### src/rtl/serial_subtractor.sv
// Bit-serial LSB-first subtractor: recovers a = value - b for checking adder results.
// Optional range check on err is built only when SERIAL_SUB_RANGE_CHECK_EN is defined.
module serial_subtractor #(
    parameter int WIDTH = 4
) (
    input  logic             clk,
    input  logic             rst,
    input  logic             start,
    input  logic [WIDTH:0]   value,
    input  logic [WIDTH-1:0] b,
    output logic             ready,
    output logic             busy,
    output logic             valid,
    output logic [WIDTH-1:0] a,
    output logic             err
);

    localparam int CW = $clog2(WIDTH + 2);

    typedef enum logic [1:0] {
        S_IDLE,
        S_RUN,
        S_DONE
    } state_t;

    state_t           state_q, state_d;
    logic [WIDTH:0]   v_q, v_d;
    logic [WIDTH:0]   b_q, b_d;
    logic [WIDTH-1:0] res_q, res_d;
    logic [WIDTH-1:0] a_q, a_d;
    logic             borrow_q, borrow_d;
    logic [CW-1:0]    cnt_q, cnt_d;
    logic             diff_bit;
    logic             borrow_next;
    logic             last_bit;

    assign diff_bit    = v_q[0] ^ b_q[0] ^ borrow_q;
    assign borrow_next = (~v_q[0] & b_q[0]) | (~(v_q[0] ^ b_q[0]) & borrow_q);
    assign last_bit    = (cnt_q == CW'(WIDTH));

`ifdef SERIAL_SUB_RANGE_CHECK_EN
    logic err_q, err_d;
`endif

    always_comb begin
        state_d  = state_q;
        v_d      = v_q;
        b_d      = b_q;
        res_d    = res_q;
        a_d      = a_q;
        borrow_d = borrow_q;
        cnt_d    = cnt_q;
        ready    = 1'b0;
        busy     = 1'b0;
        valid    = 1'b0;
`ifdef SERIAL_SUB_RANGE_CHECK_EN
        err_d    = err_q;
`endif
        case (state_q)
            S_IDLE: begin
                ready = 1'b1;
                if (start) begin
                    v_d      = value;
                    b_d      = {1'b0, b};
                    borrow_d = 1'b0;
                    cnt_d    = '0;
                    state_d  = S_RUN;
                end
            end
            S_RUN: begin
                busy     = 1'b1;
                borrow_d = borrow_next;
                v_d      = v_q >> 1;
                b_d      = b_q >> 1;
                cnt_d    = cnt_q + 1'b1;
                if (last_bit) begin
                    // The final bit is r[WIDTH]; only the low WIDTH bits form a.
                    a_d     = res_q;
`ifdef SERIAL_SUB_RANGE_CHECK_EN
                    err_d   = borrow_next | diff_bit;
`endif
                    state_d = S_DONE;
                end else begin
                    res_d = {diff_bit, res_q[WIDTH-1:1]};
                end
            end
            S_DONE: begin
                valid   = 1'b1;
                state_d = S_IDLE;
            end
            default: state_d = S_IDLE;
        endcase
    end

    always_ff @(posedge clk) begin
        if (rst) begin
            state_q  <= S_IDLE;
            v_q      <= '0;
            b_q      <= '0;
            res_q    <= '0;
            a_q      <= '0;
            borrow_q <= 1'b0;
            cnt_q    <= '0;
        end else begin
            state_q  <= state_d;
            v_q      <= v_d;
            b_q      <= b_d;
            res_q    <= res_d;
            a_q      <= a_d;
            borrow_q <= borrow_d;
            cnt_q    <= cnt_d;
        end
    end

`ifdef SERIAL_SUB_RANGE_CHECK_EN
    always_ff @(posedge clk) begin
        if (rst) begin
            err_q <= 1'b0;
        end else begin
            err_q <= err_d;
        end
    end
    assign err = err_q;
`else
    assign err = 1'b0;
`endif

    assign a = a_q;

endmodule

### config.mk
export PLATFORM = sky130hd
export DESIGN_NAME = serial_subtractor
export DESIGN_NICKNAME = d
export VERILOG_FILES = /design/src/rtl/serial_subtractor.sv
export SDC_FILE = /design/constraint.sdc
export NUM_CORES = 1
export LEC_CHECK = 0
export CELL_PAD_IN_SITES_DETAIL_PLACEMENT = 1
export CELL_PAD_IN_SITES_GLOBAL_PLACEMENT = 2
export CORE_MARGIN = 3
export CORE_UTILIZATION = 32
export DETAILED_ROUTE_END_ITERATION = 8
export PLACE_DENSITY = 0.79
export SLEW_MARGIN = 10
export SYNTH_ARGS = -nofsm -noshare
export SYNTH_HDL_FRONTEND = slang
export SYNTH_SLANG_ARGS = --single-unit
### constraint.sdc
create_clock -name clk -period 2.9 [get_ports clk]
set_input_delay 0.58 -clock clk [delete_from_list [all_inputs] [get_ports clk]]
set_output_delay 0.58 -clock clk [all_outputs]
set_load 0.05 [all_outputs]
==> results.tsv, run 1 <==
metric	value	unit
status	complete, no violations	
CP Capture Point	busy	
Worst Setup End Kind	output port	
multi-input logic area	479.2	um^2
Clock Root Buffer	clkbuf_4	
synthesized-area fraction occupied by adder cells	0.04534	
Slew Limit Fails	0	
# IOs	20	
xor and xnor area share after synthesis	0	
GRT Util Overall	0.1437	
Chip Width	61.72	um
# DRC	0	
post-route minimum period	2635	ps
Async SR Flop Fraction	0	
via count	838	
Post-Place Cells	152	
fin cells	156	
PortBufs	18	
R2R cell count	2	
multiplexer area fraction after synthesis	0.04030	
nets	141	
hold_buf cts	0	
num rows	19	
Final Hold Vio Count	0	
TritonCTS clock tree	done	
Reg area	460.4	um^2
Critical Path Source Type	flip-flop	
Synth Area in Compound Gates	0.2254	
starting density of the core	0.3482	
RSZ-0062 raised after global routing	false	
Worst-Margin Slew	888.4	ps
Core Area	2853	um^2
initial detailed-routing violation count	17	
R2R Path End	v_q[0]$_SDFFE_PP0P_	
Tcrit/Tclk final	0.9085	
largest family of logic cells by synthesized area	compound AO/OA/AOI/OAI gates	
Post-Route WL	2465	um
Req. time, crit path	2320	ps
power per cell area	492.7	nW/um^2
first-pass GRT wire length	3898	um
mapped cell area	993.5	um^2
Yosys reg bits	23	
clock latency on the worst-skew pair	320	ps
Max Cap Viol	0	
Fillers	335	
drt first pass iters	4	
P&R area growth vs syn	21.66	%
initial antenna violation count	0	
Synth Area in Simple Gates	0.1675	
Pleak	0.4661	nW
EDFF count, synth	0	
Reg clk slew, reported paths	130	ps
crit path DAT	2050	ps
worst reg2reg path startpoint	state_q[0]$_SDFFE_PP0P_	
post-synth top area share	0.4635	
post-CTS setup repair buffer count	0	
critical path class	reg2out	
post-synth top area cell	dfxtp_1	
Die H	61.72	um
Slew HR	0.4059	
H-tree lvl count	1	
clock skew	1.105	ps
clk sinks	23	
n_diodes	0	
share of post-route cells with drive strength above 1	0.06400	
Worst Path Max Fanout	13	
die area	3809	um^2
Final TNS setup	0	ps
sequential share of the synthesized area	0.4635	
post_cts resized	0	
Max Freq	379.6	MHz
most frequent cells in the layout	23 x dfxtp_1, 22 x nor2_1, 18 x clkdlybuf4s50_1	
pin count of the biggest net entering global routing	24	
CP startpoint	state_q[0]$_SDFFE_PP0P_	
Synth cell types	31	
VDD IR max	0.0001711	V
commonest non-fill, non-tap cell in the layout	dfxtp_1	
Synth area leaders	dfxtp_1 46%, nor2_1 8.3%, a211oi_1 4.5%	
Hold Crit Class	reg2reg	
Syn Nets	123	
post-DP HPWL	1763	um
wire per inst	15.80	um
grt ovf	0	
r2r setup slk	1450	ps
Yosys warning count	0	
DR vias/cell	5.372	
synthesized area per cell	9.199	um^2
number of CTS-inserted buffers	3	
dominant synthesized flop cell	dfxtp_1	
gpl congestion	0.7386	
Routed Antenna Nets	0	
vias in the first global route	824	
Cells after Synth	108	
Final setup viols	0	
Max Buffers Root-to-Sink	2	
==> registers in the layout, summed over array words and instances (netlist names) <==
| name | count |
|---|---|
| b_q | 4 |
| v_q | 5 |
| a | 4 |
| cnt_q | 3 |
| borrow_q | 1 |
| res_q | 4 |
| state_q | 2 |
==> through the flow <==
stage | instance area, um^2 | total power, mW | utilization | worst slack, ps | hold slack (ps)
after floorplan | 993.5 | 0.4163 | - | 1099 | 449.2
after global placement | 1181 | 0.4469 | 0.4140 | 665.4 | 466.3
after CTS | 1209 | 0.6032 | 0.4237 | 244.2 | 501.0
after detailed placement | 1181 | 0.4497 | 0.4140 | 629.0 | 481.0
final | 1209 | 0.5955 | 0.4237 | 265.4 | 493.9
after global routing | 1209 | 0.6312 | 0.4237 | 109.7 | 512.1
==> where the power goes <==
| group | switching (mW) | internal [mW] | total, mW |
|---|---|---|---|
| clock network | 0.101 | 0.0517 | 0.153 |
| registers | 0.0133 | 0.333 | 0.346 |
| logic | 0.0554 | 0.0417 | 0.0970 |
| total | 0.170 | 0.426 | 0.595 |
==> area by class of cell <==
| class | count | area share |
|---|---|---|
| multi-input cells | 74 | 0.3965 |
| flip-flops and latches | 23 | 0.3810 |
| repair buffers | 18 | 0.1491 |
| well taps | 31 | 0.03209 |
| clock buffers | 3 | 0.01863 |
| inverters | 6 | 0.01863 |
| clock inverters | 1 | 0.004141 |
==> Yosys cell counts (all sizes together), types with 2 or more instances <==
cell     number
a22oi         3
ha            2
nor2         22
o22ai         4
nand3         4
nand2b        2
o21ai         3
inv           6
nand2         4
clkbuf        2
a21oi         5
dfxtp        23
buf           3
a211oi        6
mux2i         4
o2bb2ai       3
a32oi         2
==> worst min path at each step <==
stage                                from               endpoint  slack [ps]  depth (start not counted)
floorplan           cnt_q[0]$_SDFFE_PP0P_  cnt_q[0]$_SDFFE_PP0P_         450                          2
CTS                 cnt_q[0]$_SDFFE_PP0P_  cnt_q[0]$_SDFFE_PP0P_         500                          2
detailed placement  res_q[2]$_SDFFE_PP0P_  res_q[1]$_SDFFE_PP0P_         480                          2
finish              cnt_q[0]$_SDFFE_PP0P_  cnt_q[0]$_SDFFE_PP0P_         490                          2
global route        cnt_q[0]$_SDFFE_PP0P_  cnt_q[0]$_SDFFE_PP0P_         510                          2
global placement    cnt_q[0]$_SDFFE_PP0P_  cnt_q[0]$_SDFFE_PP0P_         470                          2
==> kinds of logic (layout without fill, tap and decap cells) <==
kind of cell	after synthesis	in the layout
compound gates	31	31
fa+ha+maj	3	3
buf+inv	11	28
flops	23	23
mux	4	4
other cells	1	1
simple gates	35	35
==> metal layers <==
layer  GRT usage  vias to the layer above  share of wire
met5           0                        -              0
met4     0.06364                        0          0.018
met3     0.03099                        5          0.021
met2      0.2287                        9           0.49
met1      0.1869                      409           0.47
li1            -                      415              -
==> critical path, cell delays in order, from the launching register on <==
cell and delay [ps]:
dfxtp_1 640, nand2b_4 110, inv_2 160, clkdlybuf4s50_1 830
Note: power is estimated with default switching activity, not from simulation.
==> run 2, diff against run 1 <==
CORE_UTILIZATION = 34   (was 32)
CTS_BUF_LIST = sky130_fd_sc_hd__clkbuf_8   (was default)
PLACE_DENSITY = 0.84   (was 0.79)
clock period = 3.39 ns   (was 2.9 ns; I/O delays follow)
==> run 2 against run 1 <==
Effect of this change:
- worst hold slack worse by 18 ps
- total power is 8.3% lower
- clock skew increased by 1.4 ps
- largest cell class unchanged
- critical path depth did not move
- first-iteration DRC count decreased by 5.9%
- worst setup slack better by 460 ps
- die area down 5.3%
- via count down 0.72%
- register-to-register slack gained 490 ps
- sequential share of layout area decreased by 0.54 points
- count of clock-buffer cells in the layout unchanged
==> results.tsv, run 2 (synthesis gave the netlist of run 1 again) <==
metric	value	unit	change
status	complete, no violations		unchanged
gpl congestion	0.6915		was 0.7386
Critical Path Source Type	flip-flop		unchanged
min-delay src	cnt_q[0]$_SDFFE_PP0P_		unchanged
PortBufs	18		unchanged
Final Cell Area	1226	um^2	was 1209 um^2
crit path DAT	1980	ps	was 2050 ps
RSZ-0062 raised after global routing	false		unchanged
num rows	18		was 19
Max Cap Viol	0		unchanged
vias in the first global route	851		was 824
post-DP HPWL	1762	um	was 1763 um
power per cell area	445.4	nW/um^2	was 492.7 nW/um^2
Req. time, crit path	2710	ps	was 2320 ps
metal3 WL	110	um	was 52 um
Worst-Margin Slew	869.0	ps	was 888.4 ps
Endpoint, Worst Hold	cnt_q[0]$_SDFFE_PP0P_		unchanged
Max Buffers Root-to-Sink	2		unchanged
Slew HR	0.4189		was 0.4059
number of CTS-inserted buffers	3		unchanged
via count	832		was 838
Final TNS setup	0	ps	unchanged
Die H	60.06	um	was 61.72 um
Post-Route WL	2346	um	was 2465 um
clock latency on the worst-skew pair	260	ps	was 320 ps
Clock Root Buffer	clkbuf_8		was clkbuf_4
most frequent cells in the layout	23 x dfxtp_1, 22 x nor2_1, 18 x clkdlybuf4s50_1		unchanged
clock skew	2.472	ps	was 1.105 ps
max incr delay on CP	830	ps	about the same
pin count of the biggest net entering global routing	24		unchanged
TritonCTS clock tree	done		unchanged
initial antenna violation count	0		unchanged
n_diodes	0		unchanged
post-route minimum period	2662	ps	
clk sinks	23		unchanged
critical path class	reg2out		unchanged
R2R Path End	b_q[3]$_SDFFE_PP0P_		was v_q[0]$_SDFFE_PP0P_
Core Area	2635	um^2	was 2853 um^2
r2r setup slk	1940	ps	was 1450 ps
worst slack, placed	1021	ps	was 629.0 ps
Slew Limit Fails	0		unchanged
initial detailed-routing violation count	16		was 17
Min Hold Slack	476.4	ps	was 493.9 ps
GRT Util Overall	0.1500		was 0.1437
grt ovf	0		unchanged
dpl cell area	1180	um^2	was 1181 um^2
Worst Setup End Kind	output port		unchanged
# IOs	20		unchanged
worst reg2reg path startpoint	state_q[0]$_SDFFE_PP0P_		unchanged
post_cts resized	0		unchanged
Final setup viols	0		unchanged
first-pass GRT wire length	3995	um	was 3898 um
Reg clk slew, reported paths	80	ps	was 130 ps
drt first pass iters	4		unchanged
Most flops, register	v_q		unchanged
wl on met1	1158	um	was 1156 um
R2R cell count	3		was 2
Post-Place Cells	151		was 152
Final Hold Vio Count	0		unchanged
top sig layer	met4		unchanged
DR vias/cell	5.368		was 5.372
share of post-route cells with drive strength above 1	0.06400		unchanged
starting density of the core	0.3770		was 0.3482
worst hold path cell count	2		unchanged
post-CTS setup repair buffer count	0		unchanged
die area	3607	um^2	was 3809 um^2
Worst Path Max Fanout	13		unchanged
Tcrit/Tclk final	0.7852		
H-tree lvl count	1		unchanged
Hold Crit Class	reg2reg		unchanged
Routed Antenna Nets	0		unchanged
VDD IR max	0.0002927	V	was 0.0001711 V
CP cell instances	nand2b_4, inv_2, clkdlybuf4s50_1		unchanged
max reg flops	5		unchanged
total power	0.5462	mW	was 0.5955 mW
Chip Width	60.06	um	was 61.72 um
fin cells	155		was 156
P&R area growth vs syn	23.43	%	was 21.66%
nets	141		unchanged
# DRC	0		unchanged
Max Freq	375.7	MHz	
slowest CP cell	clkdlybuf4s50_1		unchanged
commonest non-fill, non-tap cell in the layout	dfxtp_1		unchanged
Pleak	0.4738	nW	was 0.4661 nW
PnR worst setup slack	728.3	ps	was 265.4 ps
wire per inst	15.14	um	was 15.80 um
Final Util	0.4653		was 0.4237
hold_buf cts	0		unchanged
Fillers	309		was 335
metal2 WL	1062	um	was 1210 um
## run 2: cell types whose count changed in the layout (fill, tap and decap cells not counted)
cell and delta:
clkbuf_4 -3, clkbuf_8 +3
## run 2: how the worst max path moves through the flow
| stage | from | slack, ps | end |
|---|---|---|---|
| 2_1_floorplan | state_q[0]$_SDFFE_PP0P_ | 1490 | ready |
| 3_3_place_gp | state_q[0]$_SDFFE_PP0P_ | 1030 | busy |
| 3_5_place_dp | state_q[0]$_SDFFE_PP0P_ | 1020 | busy |
| 4_1_cts | state_q[0]$_SDFFE_PP0P_ | 720 | busy |
| 5_1_grt | state_q[0]$_SDFFE_PP0P_ | 590 | busy |
| 6_report | state_q[0]$_SDFFE_PP0P_ | 730 | busy |
## run 2: layout make-up
cell class,instances,area [um^2],share of cell area
repair buffers,18,180.2,0.1469
multi-input cells,74,479.2,0.3908
clock inverters,1,5.005,0.004082
well taps,30,37.54,0.03061
flip-flops and latches,23,460.4,0.3755
inverters,6,22.52,0.01837
clock buffers,3,41.29,0.03367
## run 2: power by group
part,switching (mW),internal (mW)
sequential,0.0119,0.284
clock,0.0857,0.0820
combinational,0.0465,0.0358
total,0.144,0.402
## run 2: per-layer routing
metal  up-vias  track usage
li1        417            -
met1       397       0.1913
met2        15       0.2407
met3         3      0.04968
met4         0      0.04114
met5         -            0
## run 2: worst max-delay path, delay by kind of cell (launching register included)
family,cells,cell delay (ps)
AND/OR/NAND/NOR,1,100
flip-flops,1,630
buffers and inverters,2,990
==> run 3, diff against run 2 <==
CORE_UTILIZATION = 31   (was 34)
PLACE_DENSITY = 0.77   (was 0.84)
clock period = 2.6 ns   (was 3.39 ns; I/O delays follow)
==> run 3 against run 2 <==
Effect of this change:
- wire length is 1.4% lower
- critical path type unchanged
- via count rose by 2.3%
- critical endpoint is now ready
- combinational power increased by 30%
- die area up 8.7%
- highest routed layer unchanged
- sequential power grew 30%
==> results.tsv, run 3 (synthesis gave the netlist of run 1 again) <==
metric	value	unit	change
status	complete, no violations		unchanged
Tcrit/Tclk final	0.9524		
starting density of the core	0.3425		was 0.3770
clk sinks	23		unchanged
Fillers	347		was 309
share of post-route cells with drive strength above 1	0.06349		was 0.06400
vias in the first global route	889		was 851
power per cell area	572.5	nW/um^2	was 445.4 nW/um^2
multi-input logic area	479.2	um^2	unchanged
PortBufs	18		unchanged
sequential power share	0.539		was 0.542
initial detailed-routing violation count	25		was 16
first-pass GRT wire length	4153	um	was 3995 um
num rows	19		was 18
via count	851		was 832
VDD IR max	0.0003111	V	was 0.0002927 V
TritonCTS clock tree	done		unchanged
critical path class	reg2out		unchanged
clock latency on the worst-skew pair	270	ps	was 260 ps
die area	3920	um^2	was 3607 um^2
DR vias/cell	5.065		was 5.368
number of CTS-inserted buffers	3		unchanged
CP startpoint	state_q[0]$_SDFFE_PP0P_		unchanged
# DRC	0		unchanged
Pleak	0.4937	nW	was 0.4738 nW
clock skew	5.836	ps	was 2.472 ps
H-tree lvl count	1		unchanged
Psw	0.1922	mW	was 0.1441 mW
Worst Setup End Kind	output port		unchanged
worst slack, placed	353.7	ps	was 1021 ps
# IOs	20		unchanged
drt first pass iters	4		unchanged
Slew HR	0.5424		was 0.4189
Worst-Margin Slew	685.0	ps	was 869.0 ps
Post-Route WL	2313	um	was 2346 um
Final setup viols	0		unchanged
commonest non-fill, non-tap cell in the layout	dfxtp_1		unchanged
Final Hold Vio Count	0		unchanged
post-DP HPWL	1715	um	was 1762 um
post-route minimum period	2476	ps	
Reg area	460.4	um^2	unchanged
n_diodes	0		unchanged
max reg flops	5		unchanged
RSZ-0062 raised after global routing	false		unchanged
Req. time, crit path	2080	ps	was 2710 ps
Slew Limit Fails	0		unchanged
initial antenna violation count	0		unchanged
net switching fraction of the power	0.2685		was 0.2639
P&R area growth vs syn	25.82	%	was 23.43%
Clock power frac	0.311		was 0.307
PnR worst setup slack	123.6	ps	was 728.3 ps
hold_buf cts	0		unchanged
post_cts resized	0		unchanged
Most flops, register	v_q		unchanged
crit path DAT	1960	ps	was 1980 ps
Worst Path Max Fanout	13		unchanged
Core Area	2900	um^2	was 2635 um^2
Clock Root Buffer	clkbuf_8		unchanged
most frequent cells in the layout	23 x dfxtp_1, 22 x nor2_1, 17 x clkdlybuf4s50_1		was 23 x dfxtp_1, 22 x nor2_1, 18 x clkdlybuf4s50_1
total power	0.7155	mW	was 0.5462 mW
Max Cap Viol	0		unchanged
nets	142		was 141
Max Freq	403.8	MHz	
post-CTS setup repair buffer count	0		unchanged
grt ovf	0		unchanged
Routed Antenna Nets	0		unchanged
r2r setup slk	1140	ps	was 1940 ps
GRT Util Overall	0.1323		was 0.1500
gpl congestion	0.6864		was 0.6915
Hold Crit Class	reg2reg		unchanged
Chip Width	62.61	um	was 60.06 um
Max Buffers Root-to-Sink	2		unchanged
wire per inst	13.77	um	was 15.14 um
Min Hold Slack	478.3	ps	was 476.4 ps
worst reg2reg path startpoint	state_q[0]$_SDFFE_PP0P_		unchanged
pin count of the biggest net entering global routing	15		was 24
min-delay src	cnt_q[0]$_SDFFE_PP0P_		unchanged
Final TNS setup	0	ps	unchanged
Critical Path Source Type	flip-flop		unchanged
combinational group share of total power	0.150		was 0.151
Int Pwr	0.5234	mW	was 0.4020 mW
Die H	62.61	um	was 60.06 um
Reg clk slew, reported paths	80	ps	about the same
-- run 3: worst paths after layout --
check                                        endpoint  depth (start not counted)
worst max-delay path                            ready                          2
worst min-delay path            cnt_q[0]$_SDFFE_PP0P_                          2
worst max register to register    v_q[0]$_SDFFE_PP0P_                          2
worst min register to register  cnt_q[0]$_SDFFE_PP0P_                          2
-- run 3: per-stage QoR --
step | area (um^2) | cells | utilization
2_1_floorplan | 993.5 | 108 | -
4_1_cts | 1247 | 168 | 0.4301
6_report | 1250 | 168 | 0.4310
5_1_grt | 1250 | 168 | 0.4310
3_3_place_gp | 1202 | 164 | 0.4146
3_5_place_dp | 1202 | 164 | 0.4146
-- run 3: layout make-up --
type,instances,area share
inverter,6,0.01802
multi-input combinational,74,0.3834
clock inverter,1,0.003003
timing repair buffer,19,0.1522
tap,42,0.04204
clock buffer,3,0.03303
sequential,23,0.3684
-- run 3: routing by layer --
metal / share of wire / wire (um) / up-vias / GRT usage
met5: 0 / 0 / - / 0
li1: - / - / 420 / -
met4: 0.012 / 27 / 0 / 0.04132
met3: 0.031 / 72 / 5 / 0.03237
met2: 0.47 / 1098 / 11 / 0.2210
met1: 0.48 / 1114 / 415 / 0.1667
-- run 3: critical path: stages (launching register included) --
cell	delay, ps
dfxtp_1	470
nor2_1	350
clkdlybuf4s50_1	870
-- run 3: power by group through the flow --
stage	logic [mW]	clock network [mW]	registers, mW
finish	0.107	0.223	0.386
global route	0.120	0.249	0.389
CTS	0.109	0.233	0.386
detailed placement	0.108	0	0.394
global placement	0.106	0	0.393
floorplan	0.0764	0	0.388
